==> src/rtl/tlp_tx_framer_if.sv <==
// ---------------------------------------------------------------------------
// tlp_tx_framer_if
//   Bundles the three streams around the TLP transmit framer:
//     request descriptor : req_valid/req_ready, req_hdr[127:0], req_4dw, req_len
//     payload DW stream  : pl_valid/pl_ready, pl_data[31:0]
//     framed TLP output  : o_valid/i_ready, o_data[31:0], o_sop, o_eop
//   slave  : the framer side (consumes req/pl, produces the TLP stream)
//   master : the environment side (request generator plus downstream sink)
// ---------------------------------------------------------------------------
interface tlp_tx_framer_if #(
  parameter int MAX_LEN = 16,
  parameter int LEN_W   = $clog2(MAX_LEN + 1)
);
  logic             req_valid;
  logic             req_ready;
  logic [127:0]     req_hdr;
  logic             req_4dw;
  logic [LEN_W-1:0] req_len;

  logic             pl_valid;
  logic             pl_ready;
  logic [31:0]      pl_data;

  logic             o_valid;
  logic             i_ready;
  logic [31:0]      o_data;
  logic             o_sop;
  logic             o_eop;

  modport master (
    output req_valid, req_hdr, req_4dw, req_len, pl_valid, pl_data, i_ready,
    input  req_ready, pl_ready, o_valid, o_data, o_sop, o_eop
  );

  modport slave (
    input  req_valid, req_hdr, req_4dw, req_len, pl_valid, pl_data, i_ready,
    output req_ready, pl_ready, o_valid, o_data, o_sop, o_eop
  );
endinterface

==> src/rtl/tlp_tx_framer.sv <==
// ---------------------------------------------------------------------------
// tlp_tx_framer
//   Transmit-side TLP framer. Accepts one descriptor (3DW/4DW header plus a
//   payload length) and then a payload DW stream, and emits the TLP as a
//   DW-serial registered stream with sop/eop markers.
//   The output register loads only when it is empty or being consumed
//   (load = !o_valid || i_ready) and holds otherwise, so a stall freezes
//   the outputs and blocks every upstream handshake.
// Ports
//   clk        clock
//   rst        asynchronous, active-low reset
//   bus        tlp_tx_framer_if.slave (request, payload and output streams)
//   tlp_count  number of TLPs whose eop beat was consumed, wraps at 16 bits
// ---------------------------------------------------------------------------
module tlp_tx_framer #(
  parameter int DATA_WIDTH = 32,
  parameter int MAX_LEN    = 16,
  parameter int LEN_W      = $clog2(MAX_LEN + 1)
) (
  input  logic               clk,
  input  logic               rst,
  tlp_tx_framer_if.slave     bus,
  output logic [15:0]        tlp_count
);

  typedef enum logic [1:0] {
    IDLE = 2'd0,
    HDR  = 2'd1,
    PAY  = 2'd2
  } state_t;

  state_t                state_q, state_d;

  logic [127:0]          hdr_q, hdr_d;
  logic                  is4_q, is4_d;
  logic [LEN_W-1:0]      len_q, len_d;
  logic [1:0]            idx_q, idx_d;
  logic [LEN_W-1:0]      rem_q, rem_d;

  logic                  o_valid_q, o_valid_d;
  logic [DATA_WIDTH-1:0] o_data_q,  o_data_d;
  logic                  o_sop_q,   o_sop_d;
  logic                  o_eop_q,   o_eop_d;
  logic [15:0]           tlp_count_q;

  logic                  load;
  logic                  req_ready;
  logic                  pl_ready;
  logic [1:0]            hdr_last;
  logic                  hdr_done;
  logic [31:0]           hdr_dw;
  logic [LEN_W-1:0]      len_clamped;

  assign load        = !o_valid_q || bus.i_ready;
  assign hdr_last    = is4_q ? 2'd3 : 2'd2;
  assign hdr_done    = (idx_q == hdr_last);
  assign len_clamped = (bus.req_len > LEN_W'(MAX_LEN)) ? LEN_W'(MAX_LEN) : bus.req_len;

  // Header DW selected by idx; DW0 sits in the top 32 bits.
  always_comb begin
    unique case (idx_q)
      2'd0:    hdr_dw = hdr_q[127:96];
      2'd1:    hdr_dw = hdr_q[95:64];
      2'd2:    hdr_dw = hdr_q[63:32];
      default: hdr_dw = hdr_q[31:0];
    endcase
  end

  // -------------------------------------------------------------------------
  // State register
  // -------------------------------------------------------------------------
  // NOTE: sequential state uses non-blocking (<=) so every register samples
  // the pre-edge values; blocking here would create order-dependent races.
  always_ff @(posedge clk or negedge rst) begin
    if (!rst) state_q <= IDLE;
    else      state_q <= state_d;
  end

  // -------------------------------------------------------------------------
  // Next-state logic
  // -------------------------------------------------------------------------
  always_comb begin
    state_d = state_q;
    unique case (state_q)
      IDLE: if (load && bus.req_valid) state_d = HDR;
      HDR:  if (load && hdr_done)      state_d = (len_q == '0) ? IDLE : PAY;
      PAY:  if (load && bus.pl_valid && rem_q == LEN_W'(1)) state_d = IDLE;
      default:                         state_d = IDLE;
    endcase
  end

  // -------------------------------------------------------------------------
  // Output / datapath logic
  // -------------------------------------------------------------------------
  // NOTE: every signal driven here gets a default first, so no path leaves a
  // value unassigned and no latch is inferred.
  always_comb begin
    req_ready = 1'b0;
    pl_ready  = 1'b0;
    hdr_d     = hdr_q;
    is4_d     = is4_q;
    len_d     = len_q;
    idx_d     = idx_q;
    rem_d     = rem_q;
    o_valid_d = o_valid_q;
    o_data_d  = o_data_q;
    o_sop_d   = o_sop_q;
    o_eop_d   = o_eop_q;

    unique case (state_q)
      IDLE: begin
        req_ready = load;
        if (load) begin
          if (bus.req_valid) begin
            hdr_d     = bus.req_hdr;
            is4_d     = bus.req_4dw;
            len_d     = len_clamped;
            idx_d     = 2'd1;
            o_valid_d = 1'b1;
            o_data_d  = bus.req_hdr[127:96];
            o_sop_d   = 1'b1;
            o_eop_d   = 1'b0;
          end else begin
            o_valid_d = 1'b0;
            o_sop_d   = 1'b0;
            o_eop_d   = 1'b0;
          end
        end
      end

      HDR: begin
        if (load) begin
          o_valid_d = 1'b1;
          o_data_d  = hdr_dw;
          o_sop_d   = 1'b0;
          // With no payload the last header DW closes the TLP.
          o_eop_d   = hdr_done && (len_q == '0);
          idx_d     = idx_q + 2'd1;
          if (hdr_done) rem_d = len_q;
        end
      end

      PAY: begin
        pl_ready = load;
        if (load) begin
          o_sop_d = 1'b0;
          if (bus.pl_valid) begin
            o_valid_d = 1'b1;
            o_data_d  = bus.pl_data;
            o_eop_d   = (rem_q == LEN_W'(1));
            rem_d     = rem_q - LEN_W'(1);
          end else begin
            // Payload not ready yet: emit a bubble, the TLP resumes later.
            o_valid_d = 1'b0;
            o_eop_d   = 1'b0;
          end
        end
      end

      default: ;
    endcase
  end

  // -------------------------------------------------------------------------
  // Datapath and output registers
  // -------------------------------------------------------------------------
  // NOTE: the latched header is a plain register, not a RAM, so it is cleared
  // with the rest of the state and no stale header survives a reset.
  always_ff @(posedge clk or negedge rst) begin
    if (!rst) begin
      hdr_q     <= '0;
      is4_q     <= 1'b0;
      len_q     <= '0;
      idx_q     <= '0;
      rem_q     <= '0;
      o_valid_q <= 1'b0;
      o_data_q  <= '0;
      o_sop_q   <= 1'b0;
      o_eop_q   <= 1'b0;
    end else begin
      hdr_q     <= hdr_d;
      is4_q     <= is4_d;
      len_q     <= len_d;
      idx_q     <= idx_d;
      rem_q     <= rem_d;
      o_valid_q <= o_valid_d;
      o_data_q  <= o_data_d;
      o_sop_q   <= o_sop_d;
      o_eop_q   <= o_eop_d;
    end
  end

  // A TLP counts once its eop beat is actually consumed downstream.
  always_ff @(posedge clk or negedge rst) begin
    if (!rst)                                  tlp_count_q <= '0;
    else if (o_valid_q && bus.i_ready && o_eop_q) tlp_count_q <= tlp_count_q + 16'd1;
  end

  assign bus.req_ready = req_ready;
  assign bus.pl_ready  = pl_ready;
  assign bus.o_valid   = o_valid_q;
  assign bus.o_data    = o_data_q;
  assign bus.o_sop     = o_sop_q;
  assign bus.o_eop     = o_eop_q;
  assign tlp_count     = tlp_count_q;

endmodule
==> src/flat_wrapper.sv <==
// flat-port wrapper written by rule: the top's interface ports become plain ports
module tlp_tx_framer_flat 
#(
  parameter int DATA_WIDTH = 32,
  parameter int MAX_LEN    = 16,
  parameter int LEN_W      = $clog2(MAX_LEN + 1)
)
  (clk, rst, tlp_count, bus_req_valid, bus_req_hdr, bus_req_4dw, bus_req_len, bus_pl_valid, bus_pl_data, bus_i_ready, bus_req_ready, bus_pl_ready, bus_o_valid, bus_o_data, bus_o_sop, bus_o_eop);
  tlp_tx_framer_if #(.MAX_LEN(MAX_LEN), .LEN_W(LEN_W)) bus_i ();
  input  logic clk;
  input  logic rst;
  output logic [15:0] tlp_count;
  input wire logic [$bits(bus_i.req_valid)-1:0] bus_req_valid;
  input wire logic [$bits(bus_i.req_hdr)-1:0] bus_req_hdr;
  input wire logic [$bits(bus_i.req_4dw)-1:0] bus_req_4dw;
  input wire logic [$bits(bus_i.req_len)-1:0] bus_req_len;
  input wire logic [$bits(bus_i.pl_valid)-1:0] bus_pl_valid;
  input wire logic [$bits(bus_i.pl_data)-1:0] bus_pl_data;
  input wire logic [$bits(bus_i.i_ready)-1:0] bus_i_ready;
  output wire logic [$bits(bus_i.req_ready)-1:0] bus_req_ready;
  output wire logic [$bits(bus_i.pl_ready)-1:0] bus_pl_ready;
  output wire logic [$bits(bus_i.o_valid)-1:0] bus_o_valid;
  output wire logic [$bits(bus_i.o_data)-1:0] bus_o_data;
  output wire logic [$bits(bus_i.o_sop)-1:0] bus_o_sop;
  output wire logic [$bits(bus_i.o_eop)-1:0] bus_o_eop;
  assign bus_i.req_valid = bus_req_valid;
  assign bus_i.req_hdr = bus_req_hdr;
  assign bus_i.req_4dw = bus_req_4dw;
  assign bus_i.req_len = bus_req_len;
  assign bus_i.pl_valid = bus_pl_valid;
  assign bus_i.pl_data = bus_pl_data;
  assign bus_i.i_ready = bus_i_ready;
  assign bus_req_ready = bus_i.req_ready;
  assign bus_pl_ready = bus_i.pl_ready;
  assign bus_o_valid = bus_i.o_valid;
  assign bus_o_data = bus_i.o_data;
  assign bus_o_sop = bus_i.o_sop;
  assign bus_o_eop = bus_i.o_eop;
  tlp_tx_framer #(.DATA_WIDTH(DATA_WIDTH), .MAX_LEN(MAX_LEN), .LEN_W(LEN_W)) u_core (.clk(clk), .rst(rst), .bus(bus_i), .tlp_count(tlp_count));
endmodule
==> config.mk <==
export PLATFORM = sky130hd
export DESIGN_NAME = tlp_tx_framer_flat
export DESIGN_NICKNAME = d
export VERILOG_FILES = /design/src/rtl/tlp_tx_framer_if.sv /design/src/rtl/tlp_tx_framer.sv /design/src/flat_wrapper.sv
export SDC_FILE = /design/constraint.sdc
export NUM_CORES = 1
export LEC_CHECK = 0
export BUFFER_PORTS_ARGS = -buffer_cell sky130_fd_sc_hd__buf_2
export CAP_MARGIN = 20
export CORE_ASPECT_RATIO = 0.6
export CORE_MARGIN = 4
export CORE_UTILIZATION = 30
export DETAILED_ROUTE_END_ITERATION = 10
export PLACE_DENSITY = 0.62
export REMOVE_ABC_BUFFERS = 1
export SLEW_MARGIN = 20
export SYNTH_ARGS = -nofsm -noshare
export SYNTH_HDL_FRONTEND = slang
export SYNTH_SLANG_ARGS = --single-unit
==> constraint.sdc <==
create_clock -name clk -period 2.4 [get_ports clk]
set_input_delay 0.24 -clock clk [delete_from_list [all_inputs] [get_ports clk]]
set_output_delay 0.24 -clock clk [all_outputs]
set_load 0.05 [all_outputs]
==> results.json, run 1 <==
{
  "grt-ovfl-total": 0,
  "drtAntennaViolNets": 0,
  "final.setup.tns_ns": 0,
  "finalCriticalPeriod_ns": 2.17,
  "clkSlewWorstSetupHoldPaths_ns": 0.07,
  "sequential_to_total_area_share_from_yosys_stat_pct": 50.3,
  "synth_top_area_share_pct": 50.3,
  "drt_wl_total_um": 28700,
  "via_count_of_the_first_global_routing_pass": 7393,
  "power.leakage_uw": 0.00608,
  "clk-insertion-delay-late_ns": 0.44,
  "grt_start_max_net_pins": 60,
  "die_x_um": 239,
  "cp_data_required_time_ns": 2.16,
  "tritoncts.num_buffers": 17,
  "synth-async-reset-ratio_pct": 100,
  "netlist_top_cells_area": "sky130_fd_sc_hd__dfrtp_1, sky130_fd_sc_hd__mux2_4, sky130_fd_sc_hd__nand2_1",
  "dpl-instance-area_um2": 11300,
  "cts_post_setup_buffers_inserted": 0,
  "initial_standard_cell_utilization_of_the_core_pct": 30.7,
  "setup-violations-final": 0,
  "setup_repair_after_global_routing_missed_its_margin": "no",
  "synth_top_cell_by_area": "sky130_fd_sc_hd__dfrtp_1",
  "initial_antenna_violation_count": 6,
  "slew-limit-headroom_pct": 64.5,
  "power_density_nw_per_um2": 1450,
  "design.final.nets": 1251,
  "hold_class": "primary input to flip-flop",
  "synth_enable_flop_cells": 0,
  "post_cts_resized": 0,
  "clock-skew-final_ns": 0.0122,
  "grt_pass1_wl_um": 43900,
  "timing.final.crit_share_pct": 90.4,
  "ir_worst_vdd_mv": 1.06,
  "firstDrtPassIters": 8,
  "floorplan.io_pins": 224,
  "clock_sinks": 194,
  "drtIter0Drc": 606,
  "synth_flop_cell": "sky130_fd_sc_hd__dfrtp_1",
  "max_cap_violation_count": 0,
  "timing.critical_path.fanout_max": 13,
  "achievable-frequency_mhz": 461,
  "synthesis.yosys.warnings": 0,
  "place_congestion": 0.819,
  "final_design_area_no_fill_um2": 12400,
  "worst_setup_path_start_kind": "flip-flop",
  "postSynthCellCount": 806,
  "finalCoreUtilization_pct": 39.4,
  "cts_max_level": 4,
  "setup.worst_path.end_class": "primary output",
  "placement_row_count": 50,
  "hold_violations": 0,
  "areaGrowthSynthToFinish_pct": 28.2,
  "synth.avg_cell_area_um2": 12.0,
  "netlist_top_cells_count": "sky130_fd_sc_hd__dfrtp_1, sky130_fd_sc_hd__nand2_1, sky130_fd_sc_hd__mux2_4",
  "die_h_um": 147,
  "status": "complete, no violations",
  "share_of_post_route_cells_with_drive_strength_above_1_pct": 40.0,
  "core_region_area_um2": 31400,
  "synth.cell_area_um2": 9640,
  "cts_buffer_depth": 2,
  "synth_most_common_cell": "sky130_fd_sc_hd__dfrtp_1",
  "detail_route.drc_violations": 0,
  "post_synth_num_cell_types": 43,
  "cts_hold_repair.buffers": 41,
  "ys_seq_elements": 194,
  "critical_path_arrival_ns": 1.93,
  "buffer_ports.inserted": 223,
  "final_report_max_slew_violation_count": 0,
  "tritoncts": "yes",
  "dieArea_um2": 35200,
  "grt.total_usage_pct": 16.2,
  "setup.worst_path.class": "flip-flop to primary output",
  "vias_per_cell": 4.84,
  "root_buffer": "sky130_fd_sc_hd__clkbuf_16",
  "detailroute.via_count": 7253,
  "worst_margin_slew_ns": 0.532,
  "detailedPlacementHpwl_um": 19800,
  "routedWlPerCell_um": 19.2
}
==> sequential cells by signal (all words and copies together) (netlist names) <==
register,flops
u_core.is4_q,1
u_core.len_q,5
u_core.hdr_q,128
u_core.bus.o_eop,1
u_core.tlp_count,16
u_core.rem_q,5
u_core.state_q,2
u_core.bus.o_valid,1
u_core.bus.o_data,32
u_core.idx_q,2
u_core.bus.o_sop,1
==> critical path, cell delays in order (launching register included) <==
cell	delay, ns
sky130_fd_sc_hd__dfrtp_1	0.42
sky130_fd_sc_hd__inv_1	0.10
sky130_fd_sc_hd__ha_2	0.37
sky130_fd_sc_hd__inv_1	0.20
sky130_fd_sc_hd__nor2_1	0.14
sky130_fd_sc_hd__buf_2	0.28
==> layer usage <==
| layer | vias to the layer above | track usage (%) | share of wire (%) |
|---|---|---|---|
| met3 | 28 | 4.63 | 7.0 |
| met1 | 3582 | 23.5 | 48 |
| met5 | - | 0 | 0.19 |
| met4 | 10 | 3.51 | 0.91 |
| met2 | 243 | 24.1 | 44 |
| li1 | 3390 | - | - |
==> final timing paths <==
check	to	slack [ns]	depth (start not counted)	from
hold / removal	u_core.hdr_q[7]$_DFFE_PN0P_	0.04	2	bus_req_hdr[7]
min in group asynchronous	u_core.bus.o_data[15]$_DFFE_PN0P_	0.34	2	rst
max in group asynchronous	u_core.tlp_count[10]$_DFFE_PN0P_	1.31	3	rst
setup / recovery	bus_pl_ready	0.23	5	u_core.state_q[0]$_DFFE_PN0P_
hold reg to reg	u_core.bus.o_data[18]$_DFFE_PN0P_	0.48	2	u_core.bus.o_data[18]$_DFFE_PN0P_
setup reg to reg	u_core.state_q[0]$_DFFE_PN0P_	0.46	5	u_core.state_q[1]$_DFFE_PN0P_
==> logic make-up (layout without fill, tap and decap cells) <==
| family | after synthesis | count (layout) | synth area share (%) |
|---|---|---|---|
| buf+inv | 96 | 372 | 5.03 |
| flops | 194 | 194 | 50.3 |
| mux | 166 | 166 | 22.9 |
| xor+xnor | 16 | 16 | 1.45 |
| other cells | 0 | 1 | 0 |
| compound gates | 127 | 127 | 9.97 |
| fa+ha+maj | 11 | 11 | 1.43 |
| simple gates | 196 | 196 | 8.90 |
==> layout make-up <==
cell class                 instances  area (um2)
inverter                          44         165
clock inverter                    13         170
sequential                       194        4850
tap                              416         520
multi-input combinational        516        4320
clock buffer                      19         443
timing repair buffer             296        1890
fill                            3098       19000
antenna                            1        2.50
==> report_power, final <==
group	switching, uW	leakage [uW]	internal, uW
clock network	1350	0.000297	1690
registers	976	0.00235	4850
logic	5040	0.00343	3990
total	7370	0.00608	10500
==> stage by stage <==
step | hold slack [ns] | setup slack (ns) | cells | total power (uW)
6_report | 0.0351 | 0.231 | 1499 | 17900
2_1_floorplan | -0.0556 | -1.04 | 754 | 12300
3_5_place_dp | 0.272 | 0.466 | 1425 | 14900
3_3_place_gp | 0.271 | 0.545 | 1425 | 14700
4_1_cts | 0.000281 | 0.216 | 1498 | 18100
5_1_grt | 0.00246 | 0.143 | 1498 | 19100
==> cell usage in the layout, fill, tap and decap left out, types with 30 or more instances in the layout <==
cell                              n
sky130_fd_sc_hd__buf_2          222
sky130_fd_sc_hd__dfrtp_1        194
sky130_fd_sc_hd__nand2_1        113
sky130_fd_sc_hd__mux2_4         101
sky130_fd_sc_hd__inv_1           44
sky130_fd_sc_hd__nor2_1          41
sky130_fd_sc_hd__dlygate4sd3_1   41
sky130_fd_sc_hd__a21oi_1         37
sky130_fd_sc_hd__o31ai_1         37
sky130_fd_sc_hd__mux2i_1         34
sky130_fd_sc_hd__a222oi_1        32
sky130_fd_sc_hd__mux2_2          30
Note: power is estimated with default switching activity, not from simulation.
==> run 2: changes to the inputs <==
CTS_BUF_LIST = sky130_fd_sc_hd__clkbuf_4 sky130_fd_sc_hd__clkbuf_8 sky130_fd_sc_hd__clkbuf_16   (was not set)
==> run 2 against run 1 <==
  * Routed wire length about the same
  * Utilization is essentially flat
  * Clock-buffer cell count did not move
  * Power about the same
  * Final cell count did not move
  * Register-to-register slack hardly changed
  * First-iteration DRC count fell by 1.8%
  * Clock skew hardly changed
  * Combinational power barely moved
  * Non-clock buffer count did not move
  * Cell area barely moved
  * Critical path depth is the same
  * Critical path type unchanged
  * Highest routed layer unchanged
==> results.json, run 2 (synthesis results as in run 1) <==
{
  "status": "complete, no violations",
  "clk-insertion-delay-late_ns": 0.44,
  "cpLargestDelayFamily": "buffers and inverters",
  "m1WireLength_um": 13600,
  "drt_wl_total_um": 28700,
  "cp.buffers_inverters": 3,
  "clock_sinks": 194,
  "worst_setup_path_start_kind": "flip-flop",
  "timing.final.crit_share_pct": 90.4,
  "initial_standard_cell_utilization_of_the_core_pct": 30.7,
  "clock-skew-final_ns": 0.0122,
  "registers.top_by_ff_count": "u_core.hdr_q",
  "finalCriticalPeriod_ns": 2.17,
  "setup.worst_path.class": "flip-flop to primary output",
  "timing.critical_path.fanout_max": 13,
  "routedWlPerCell_um": 19.2,
  "vias_per_cell": 4.84,
  "place_congestion": 0.819,
  "root_buffer": "sky130_fd_sc_hd__clkbuf_16",
  "worstHoldPathCells": 2,
  "layout_commonest_cell": "sky130_fd_sc_hd__buf_2",
  "die_h_um": 147,
  "achievable-frequency_mhz": 461,
  "drtAntennaViolNets": 0,
  "hold_violations": 0,
  "top_layer_used": "met5",
  "firstDrtPassIters": 8,
  "drtIter0Drc": 595,
  "via_count_of_the_first_global_routing_pass": 7393,
  "timing.critical_path.depth": 5,
  "met2RoutedLength_um": 12700,
  "total_power_uw": 17900,
  "max_cap_violation_count": 0,
  "share_of_post_route_cells_with_drive_strength_above_1_pct": 40.1,
  "worst_margin_slew_ns": 0.533,
  "cp_data_required_time_ns": 2.16,
  "hold_class": "primary input to flip-flop",
  "placement_row_count": 50,
  "cts_max_level": 4,
  "cell_chain_of_the_critical_path": "inv_1 > ha_2 > inv_1 > nor2_1 > buf_2",
  "number_of_flip_flops_in_the_largest_register": 128,
  "tritoncts": "yes",
  "initial_antenna_violation_count": 6,
  "grt_start_max_net_pins": 60,
  "routed-wl-met3_um": 2080,
  "grt_pass1_wl_um": 43900,
  "cts_post_setup_buffers_inserted": 0,
  "tritoncts.num_buffers": 17,
  "die_x_um": 239,
  "floorplan.io_pins": 224,
  "buffer_ports.inserted": 223,
  "clkSlewWorstSetupHoldPaths_ns": 0.07,
  "detail_route.drc_violations": 0,
  "critical_path_arrival_ns": 1.93,
  "worst_hold_slack_ns": 0.0350,
  "crit_slowest_cell": "sky130_fd_sc_hd__dfrtp_1",
  "detailedPlacementHpwl_um": 19800,
  "dieArea_um2": 35200,
  "areaGrowthSynthToFinish_pct": 28.3,
  "slew-limit-headroom_pct": 64.4,
  "design.final.nets": 1251,
  "core_region_area_um2": 31400,
  "final_report_max_slew_violation_count": 0,
  "setup.worst_path.end_class": "primary output",
  "setup_repair_after_global_routing_missed_its_margin": "no",
  "power.leakage_uw": 0.00608,
  "cts_buffer_depth": 2,
  "worst_r2r_path_depth": 5,
  "grt-ovfl-total": 0,
  "critical-path-max-stage-delay_ns": 0.42,
  "detailroute.via_count": 7260,
  "path_common_cell": "sky130_fd_sc_hd__inv_1",
  "ir_worst_vdd_mv": 1.06,
  "setup-violations-final": 0,
  "layout_common_cells": "sky130_fd_sc_hd__buf_2, sky130_fd_sc_hd__dfrtp_1, sky130_fd_sc_hd__nand2_1",
  "power_density_nw_per_um2": 1450,
  "grt.total_usage_pct": 16.2
}
==> run 2: worst register-to-register path, delay by kind of cell, from the launching register on <==
family                     cells  cell delay [ns]
buffers and inverters          1             0.12
muxes                          1             0.31
DFF                            1             0.40
adders and majority gates      1             0.31
AOI/OAI and AO/OA              2             0.69
==> run 2: what timing repair did <==
item / 4_1_cts / 5_1_grt
hold buffers: 41 / 0
resized for setup: 0 / 0
endpoints found under the hold margin: 95 / 0
==> run 2: final cells by class <==
class / count / area (um2)
flip-flops and latches: 194 / 4850
inverters: 44 / 165
well taps: 416 / 520
fillers: 3096 / 19000
clock inverters: 13 / 170
multi-input cells: 516 / 4320
repair buffers: 296 / 1890
diodes: 1 / 2.50
clock buffers: 19 / 447
==> run 2: metrics by stage <==
| step | utilization, % | cells | setup WS [ns] | setup TNS (ns) | cell area, um2 |
|---|---|---|---|---|---|
| 2_1_floorplan | - | 754 | -1.04 | -142.52 | 9320 |
| 3_3_place_gp | 36.1 | 1425 | 0.545 | 0 | 11300 |
| 3_5_place_dp | 36.1 | 1425 | 0.466 | 0 | 11300 |
| 4_1_cts | 39.4 | 1498 | 0.216 | 0 | 12400 |
| 5_1_grt | 39.4 | 1498 | 0.143 | 0 | 12400 |
| 6_report | 39.4 | 1499 | 0.231 | 0 | 12400 |
==> run 2: worst paths after layout <==
kind / slack (ns) / endpoint / startpoint
min in group asynchronous: 0.34 / u_core.bus.o_data[15]$_DFFE_PN0P_ / rst
min: 0.03 / u_core.hdr_q[7]$_DFFE_PN0P_ / bus_req_hdr[7]
max in group asynchronous: 1.31 / u_core.tlp_count[10]$_DFFE_PN0P_ / rst
min reg2reg: 0.48 / u_core.bus.o_data[18]$_DFFE_PN0P_ / u_core.bus.o_data[18]$_DFFE_PN0P_
max: 0.23 / bus_pl_ready / u_core.state_q[0]$_DFFE_PN0P_
max reg2reg: 0.46 / u_core.state_q[0]$_DFFE_PN0P_ / u_core.state_q[1]$_DFFE_PN0P_
==> run 2: power by group <==
group / switching [uW] / total [uW] / internal (uW)
Combinational: 5040 / 9030 / 3990
Sequential: 976 / 5830 / 4850
Clock: 1360 / 3060 / 1700
==> run 2: routing by layer <==
metal  up-vias  track usage, %
li1       3390               -
met1      3578            23.5
met2       254            24.1
met3        28            4.63
met4        10            3.51
met5         -               0
==> run 3: changes to the inputs <==
clock period = 2.3 ns   (was 2.4 ns; I/O delays follow)
==> run 3 against run 2 <==
  * Clock-buffer cell count is 1 higher
  * Sequential cell count is the same
  * Power grew 3.9%
  * Cell area increased by 3.5%
  * Final cell count up 2.7%
  * Register-to-register slack got worse by 0.18 ns
  * Sequential power grew 4.1%
  * Critical path type unchanged
  * Largest cell class unchanged
==> results.json, run 3 (synthesis results as in run 1) <==
{
  "number_of_flip_flops_in_the_largest_register": 128,
  "final.setup.tns_ns": 0,
  "root_buffer": "sky130_fd_sc_hd__clkbuf_16",
  "dieArea_um2": 35200,
  "die_x_um": 239,
  "die_h_um": 147,
  "hold_path.startpoint": "bus_req_hdr[108]",
  "tritoncts": "yes",
  "setup.worst_path.class": "flip-flop to primary output",
  "place_worst_setup_slack_ns": 0.258,
  "slew-limit-headroom_pct": 62.9,
  "clock-skew-final_ns": 0.0122,
  "place_congestion": 0.814,
  "tritoncts.num_buffers": 17,
  "drtAntennaViolNets": 0,
  "via_count_of_the_first_global_routing_pass": 7745,
  "clock_sinks": 194,
  "final_report_max_slew_violation_count": 0,
  "worstHoldPathCells": 2,
  "min_delay_worst_endpoint": "u_core.hdr_q[108]$_DFFE_PN0P_",
  "share_of_post_route_cells_with_drive_strength_above_1_pct": 38.4,
  "critical_path_arrival_ns": 1.85,
  "worstReg2RegStart": "u_core.state_q[1]$_DFFE_PN0P_",
  "grt-ovfl-total": 0,
  "met2RoutedLength_um": 12500,
  "setup-violations-final": 0,
  "post_cts_resized": 0,
  "hold_violations": 0,
  "layout_commonest_cell": "sky130_fd_sc_hd__buf_2",
  "max_cap_violation_count": 0,
  "routed-wl-met3_um": 2250,
  "setup.worst_path.end_class": "primary output",
  "core_region_area_um2": 31400,
  "cts_buffer_depth": 2,
  "design.final.nets": 1290,
  "setup_repair_after_global_routing_missed_its_margin": "no",
  "r2r_end": "u_core.rem_q[3]$_DFFE_PN0P_",
  "finalCriticalPeriod_ns": 2.08,
  "hold_class": "primary input to flip-flop",
  "drt_wl_total_um": 28700,
  "timing.critical_path.fanout_max": 7,
  "detail_route.drc_violations": 0,
  "power.leakage_uw": 0.00625,
  "worst_margin_slew_ns": 0.556,
  "status": "complete, no violations",
  "grt_pass1_wl_um": 45000,
  "top_layer_used": "met5",
  "reg2reg_slack_ns": 0.28,
  "final.fill_count": 3005,
  "grt.total_usage_pct": 16.4,
  "ir_worst_vdd_mv": 0.697,
  "clk-insertion-delay-late_ns": 0.45,
  "placement_row_count": 50,
  "detailedPlacementHpwl_um": 19400,
  "routedWlPerCell_um": 18.6,
  "final.setup.worst_slack_ns": 0.222,
  "areaGrowthSynthToFinish_pct": 32.7,
  "firstDrtPassIters": 5,
  "worst_setup_path_start_kind": "flip-flop",
  "initial_standard_cell_utilization_of_the_core_pct": 30.7,
  "buffer_ports.inserted": 223,
  "cts_max_level": 4,
  "achievable-frequency_mhz": 481,
  "grt_start_max_net_pins": 61,
  "clkSlewWorstSetupHoldPaths_ns": 0.08,
  "drtIter0Drc": 546,
  "registers.top_by_ff_count": "u_core.hdr_q",
  "worst_r2r_path_depth": 6,
  "layout_common_cells": "sky130_fd_sc_hd__buf_2, sky130_fd_sc_hd__dfrtp_1, sky130_fd_sc_hd__nand2_1",
  "cp_data_required_time_ns": 2.07,
  "power_density_nw_per_um2": 1450,
  "timing.final.crit_share_pct": 90.3,
  "m1WireLength_um": 13400,
  "initial_antenna_violation_count": 4,
  "vias_per_cell": 4.85,
  "detailroute.via_count": 7459,
  "cts_post_setup_buffers_inserted": 0,
  "floorplan.io_pins": 224,
  "cts_hold_repair.buffers": 84
}
[run 3: worst max-delay path by stage]
| stage | cells after the start | slack (ns) | to | start |
|---|---|---|---|---|
| after global placement | 6 | 0.40 | u_core.rem_q[2]$_DFFE_PN0P_ | u_core.state_q[1]$_DFFE_PN0P_ |
| after floorplan | 3 | -1.14 | u_core.hdr_q[88]$_DFFE_PN0P_ | u_core.bus.o_valid$_DFFE_PN0P_ |
| after CTS | 5 | 0.17 | bus_pl_ready | u_core.state_q[0]$_DFFE_PN0P_ |
| after detailed placement | 6 | 0.26 | u_core.rem_q[3]$_DFFE_PN0P_ | u_core.state_q[1]$_DFFE_PN0P_ |
| after global routing | 5 | 0.10 | bus_pl_ready | u_core.state_q[0]$_DFFE_PN0P_ |
| final | 5 | 0.22 | bus_pl_ready | u_core.state_q[0]$_DFFE_PN0P_ |
[run 3: per-layer routing]
metal | up-vias | global-route usage, %
met3 | 39 | 5.01
li1 | 3465 | -
met2 | 272 | 24.8
met5 | - | 0
met4 | 6 | 4.12
met1 | 3677 | 23.1
[run 3: final cells by class]
cell class	count	area (um2)	area share (%)
Antenna cell	2	5.00	0.0391
Clock buffer	20	460	3.60
Clock inverter	12	120	0.939
Inverter	44	165	1.29
Multi-Input combinational cell	516	4320	33.8
Sequential cell	194	4850	37.9
Tap cell	416	520	4.07
Timing Repair Buffer	335	2350	18.4
[run 3: critical path, cell delays in order, from the launching register on]
cell and delay, ns:
sky130_fd_sc_hd__dfrtp_1 0.41, sky130_fd_sc_hd__inv_1 0.11, sky130_fd_sc_hd__ha_2 0.30, sky130_fd_sc_hd__inv_1 0.16, sky130_fd_sc_hd__nor2_1 0.14, sky130_fd_sc_hd__buf_2 0.27
[run 3: report_power, final]
group	internal, uW	switching (uW)	total, uW
combinational	4270	5280	9540
clock	1590	1410	3000
sequential	5060	1010	6070
[run 3: per-stage QoR]
stage / hold WS, ns / cell area, um2 / utilization, % / total power, uW / cells
after global placement: 0.264 / 11400 / 36.2 / 15400 / 1421
after global routing: 0.00380 / 12800 / 40.7 / 19900 / 1538
final: 0.0316 / 12800 / 40.7 / 18600 / 1539
after floorplan: -0.0656 / 9320 / - / 12800 / 754
after detailed placement: 0.262 / 11400 / 36.2 / 15600 / 1421
after CTS: 0.000447 / 12800 / 40.7 / 18800 / 1537
